File: config.mk
export PLATFORM = sky130hd
export DESIGN_NAME = cpu_instruction_fetch
export DESIGN_NICKNAME = d
export VERILOG_FILES = /design/src/rtl/cpu_instruction_fetch.sv
export SDC_FILE = /design/constraint.sdc
export NUM_CORES = 1
export LEC_CHECK = 0
export CORE_MARGIN = 1
export CORE_UTILIZATION = 50
export DETAILED_ROUTE_END_ITERATION = 12
export HOLD_SLACK_MARGIN = 0.12
export PLACE_DENSITY = 0.84
export SLEW_MARGIN = 20
export SYNTH_ARGS = -nofsm -noshare
export SYNTH_HDL_FRONTEND = slang
export SYNTH_SLANG_ARGS = --single-unit
File: constraint.sdc
create_clock -name clk -period 16 [get_ports clk]
set_input_delay 2.4 -clock clk [delete_from_list [all_inputs] [get_ports clk]]
set_output_delay 2.4 -clock clk [all_outputs]
set_load 0.005 [all_outputs]
File: src/rtl/cpu_instruction_fetch.sv
// Instruction-fetch stage: owns the PC, issues req/ack instruction-memory requests, and feeds IF/ID.
// It honours the branch delay slot and has a one-entry skid buffer for stalls. Optional macro FETCH_ADEL_EN adds misaligned-target exception outputs.
module cpu_instruction_fetch #(
  parameter logic [31:0] RESET_PC = 32'h0000_0000
) (
  input  logic        clk,
  input  logic        rst,
  input  logic        stall,
  input  logic        branch_valid,
  input  logic [31:0] branch_addr,
  output logic        inst_req,
  output logic [31:0] inst_addr,
  input  logic [31:0] inst_rdata,
  input  logic        inst_ack,
`ifdef FETCH_ADEL_EN
  output logic        fetch_adel,
  output logic [31:0] fetch_badaddr,
`endif
  output logic [31:0] output_addr,
  output logic [31:0] output_inst,
  output logic        output_valid
);

  // Handshake: a request is outstanding while inst_req=1; it completes on the
  // cycle inst_ack=1, and inst_addr is held constant until that cycle.
  logic        started;
  logic        buf_valid;
  logic [31:0] buf_addr;
  logic [31:0] buf_inst;
  logic [31:0] pc;
  logic        redirect_pending;
  logic [31:0] redirect_target;
  logic        ack_fire;
  logic        redirect_take;
  logic        slot_captured;
  logic [31:0] target;
  logic        fetch_block;

`ifdef FETCH_ADEL_EN
  logic        apply_direct;
  logic        apply_pending;
  logic [31:0] apply_target;

  assign target        = branch_addr;
  assign fetch_block   = fetch_adel;
  assign apply_direct  = redirect_take & slot_captured;
  assign apply_pending = ack_fire & redirect_pending;
  assign apply_target  = apply_direct ? target : redirect_target;

  // Sticky address-error latch; once set, fetching stops until reset.
  always_ff @(posedge clk or posedge rst) begin
    if (rst) begin
      fetch_adel    <= 1'b0;
      fetch_badaddr <= 32'h0;
    end else if (!fetch_adel && (apply_direct || apply_pending) && (apply_target[1:0] != 2'b00)) begin
      fetch_adel    <= 1'b1;
      fetch_badaddr <= apply_target;
    end
  end
`else
  assign target      = branch_addr & ~32'h3;
  assign fetch_block = 1'b0;
`endif

  assign inst_req      = started & ~buf_valid & ~fetch_block;
  assign inst_addr     = pc;
  assign ack_fire      = inst_req & inst_ack;
  assign redirect_take = output_valid & ~stall & branch_valid;
  // The delay slot is already safe if it sits in the buffer or completes now.
  assign slot_captured = buf_valid | ack_fire;

  always_ff @(posedge clk or posedge rst) begin
    if (rst) begin
      started          <= 1'b0;
      pc               <= RESET_PC;
      buf_valid        <= 1'b0;
      buf_addr         <= 32'h0;
      buf_inst         <= 32'h0;
      redirect_pending <= 1'b0;
      redirect_target  <= 32'h0;
      output_addr      <= 32'h0;
      output_inst      <= 32'h0;
      output_valid     <= 1'b0;
    end else begin
      started <= 1'b1;

      if (ack_fire) begin
        if (stall) begin
          buf_valid <= 1'b1;
          buf_addr  <= pc;
          buf_inst  <= inst_rdata;
        end
        pc               <= redirect_pending ? redirect_target : pc + 32'd4;
        redirect_pending <= 1'b0;
      end

      if (!stall) begin
        if (buf_valid) begin
          output_addr  <= buf_addr;
          output_inst  <= buf_inst;
          output_valid <= 1'b1;
          buf_valid    <= 1'b0;
        end else if (ack_fire) begin
          output_addr  <= pc;
          output_inst  <= inst_rdata;
          output_valid <= 1'b1;
        end else begin
          output_addr  <= 32'h0;
          output_inst  <= 32'h0;
          output_valid <= 1'b0;
        end
      end

      // Later assignment to pc overrides the pc+4 step above.
      if (redirect_take) begin
        if (slot_captured) begin
          pc <= target;
        end else begin
          redirect_pending <= 1'b1;
          redirect_target  <= target;
        end
      end
    end
  end

endmodule
==> flow_summary.ini <==
[route]
wl_per_cell_um = 18.5
via_per_inst = 5.97
drt_iter0_markers = 652
ant_nets = 0
dr_total_vias = 6995
first_pass_iters = 5
drcViolationCount = 0
routed_wl_um = 21700

[timing]
hold-worst-slack_ns = 0.482
final.period_utilization_pct = 31.7
tns_ns = 0
final.min_clock_period_ns = 5.07
worst_pin_slew_ns = 0.907
worst_slack_ns = 10.93
setup_viol = 0
drv_slew = 0
final-hold-violation-count = 0
finClkSkew_ns = 0.00682
fmax_mhz = 197
rsz0062_at_grt = false
max-slew-margin-rel_pct = 39.5

[cts]
holdBufCountCts = 0
cts-resized-gates = 0
root_buffer = clkbuf_16
cts_sinks = 194
path_clk_slew_ns = 0.06
cts.path.max_buffers = 2
cts_setup_buffers = 0
cts_tree = yes
htree_levels = 4
clk_latency_ns = 0.43
numCtsBuffers = 17

[placement]
place.gp.congestion = 0.860
pre_cts_ws_ns = 10.47
dp_hpwl_um = 13600
io_buffer_count = 164

[cells_and_area]
n_antenna_cell = 0
syn2layout_area_growth_pct = 26.9
nNetsFinal = 1004
drive_gt1_share_pct = 15.4

[setup_path]
crit_fanout = 64
worstPathRequired_ns = 16.31
worst_setup_path_end_kind = register
cp-start-kind = input port
path_class = input port to register
crit_arrival_ns = 5.37

[grt]
antenna_found_initial = 0
grt_max_degree = 134
grt_overflow_total = 0
grt_pass1_wl_um = 35200
grt_usage_pct = 24.9
grt_pass1_vias = 6742

[floorplan]
start_util_pct = 50.9
die_h_um = 134
num_rows = 48
die-area_mm2 = 0.0181
io_pins = 167
core_area_mm2 = 0.0172
die_x_um = 134

[outcome]
outcome = completed

[yosys]
ys.warnings.count = 0
yosys.area.top_type = dfrtp_1
synth_area_mm2 = 0.00877
syn-num-nets = 879
synth.area.top_cells = dfrtp_1 (55%), mux2_2 (12%), a22oi_1 (5.6%)
ys.flop_type = dfrtp_1
avgSynthCellArea_um2 = 10.8
ys_seq_area_share_pct = 55.4
yosys.area.top_type_share_pct = 55.4
synthCells = 809
yosysUniqueCellTypes = 53
synth_seq_cells = 194
synthArstFlopShare_pct = 100
synth_edf_count = 0

[power]
power_leakage_nw = 4.56
power_density_mw_per_mm2 = 134
irDropWorstVdd_uv = 83.0

[flow_run]
drv_cap = 0

[worst_hold_path]
min_path_type = register to register
==> cell type report <==
type	instances	area, µm²
fill	1381	6110
sequential	194	4860
multi-input combinational	546	3660
timing repair buffer	172	1700
clock buffer	23	488
tap	225	282
clock inverter	8	126
inverter	3	18.8
==> cell usage in the layout, fill, tap and decap left out, types with 3 or more instances in the layout <==
master	count
mux2_2	95
o21ai_0	82
nor4_2	3
a311oi_1	3
mux2i_1	6
a32oi_1	3
or3_1	4
nor2_1	34
nand2_1	99
clkdlybuf4s50_1	163
o211ai_1	7
dfrtp_1	193
nor3_1	21
clkinvlp_4	3
and3_1	13
bufinv_16	3
o21a_1	3
nand4_1	9
nor4_1	6
a221oi_1	4
nand3_1	18
a211oi_1	5
clkbuf_8	4
xnor2_1	3
nand2b_1	3
a22oi_1	65
a21oi_1	23
clkbuf_16	17
buf_4	9
==> kinds of logic after synthesis <==
logic type / synth area share (%)
other cells: 0.0428
fa+ha+maj: 0.143
xor+xnor: 0.500
buf+inv: 3.04
mux: 12.9
flops: 55.4
compound gates: 15.5
simple gates: 12.6
==> synth_stat cells, types with 4 or more instances <==
library cell / instances
a22oi_1: 65
buf_1: 6
nor4_1: 6
nand4_1: 9
dfrtp_1: 194
mux2_2: 95
a221oi_1: 4
o211ai_1: 7
and3_1: 13
nand3_1: 18
nor2_1: 35
a211oi_1: 5
clkbuf_1: 56
o21ai_0: 82
or3_1: 4
a21oi_1: 23
nor3_1: 21
nand2_1: 100
mux2i_1: 6
==> power by group <==
part | internal, mW | switching [mW] | total, mW
combinational | 0.198 | 0.137 | 0.335
clock | 0.262 | 0.178 | 0.440
sequential | 0.605 | 0.113 | 0.718
total | 1.06 | 0.429 | 1.49
==> worst paths after layout <==
kind	from	end	slack (ns)	cells past startpoint
max	inst_ack	buf_addr[3]	10.93	5
min	output_addr[12]	output_addr[12]	0.48	2
max reg2reg	buf_valid	buf_addr[3]	12.48	5
min reg2reg	output_addr[12]	output_addr[12]	0.48	2
max in group asynchronous	rst	buf_addr[21]	12.03	3
min in group asynchronous	rst	output_inst[18]	2.58	2
==> state kept, by name, indices dropped and copies added, names as in the netlist <==
name	cells
inst_addr	32
started	1
redirect_pending	1
buf_inst	32
output_valid	1
buf_valid	1
buf_addr	32
output_inst	32
redirect_target	30
output_addr	32
==> critical path: stages <==
cell and delay [ns]:
clkdlybuf4s50_1 0.52, and3b_4 0.58, buf_4 0.68, nand2_4 0.64, mux2_2 0.50
==> stage by stage <==
step | cell area, µm² | cells | util [%] | power, mW
2_1_floorplan | 8770 | 809 | - | 0.884
4_1_cts | 11100 | 1171 | 64.6 | 1.50
6_report | 11100 | 1171 | 64.6 | 1.49
3_3_place_gp | 10500 | 1140 | 61.0 | 1.04
3_5_place_dp | 10500 | 1140 | 61.0 | 1.06
5_1_grt | 11100 | 1171 | 64.6 | 1.57
==> per-layer routing <==
layer  global-route usage (%)  share of wire (%)  vias up
met2                     39.3                 48      272
met3                     4.23                6.4       31
met5                        0                  0        -
met4                     9.74                1.9        0
li1                         -                  -     3212
met1                     34.5                 44     3480
Note: power is estimated with default switching activity, not from simulation.
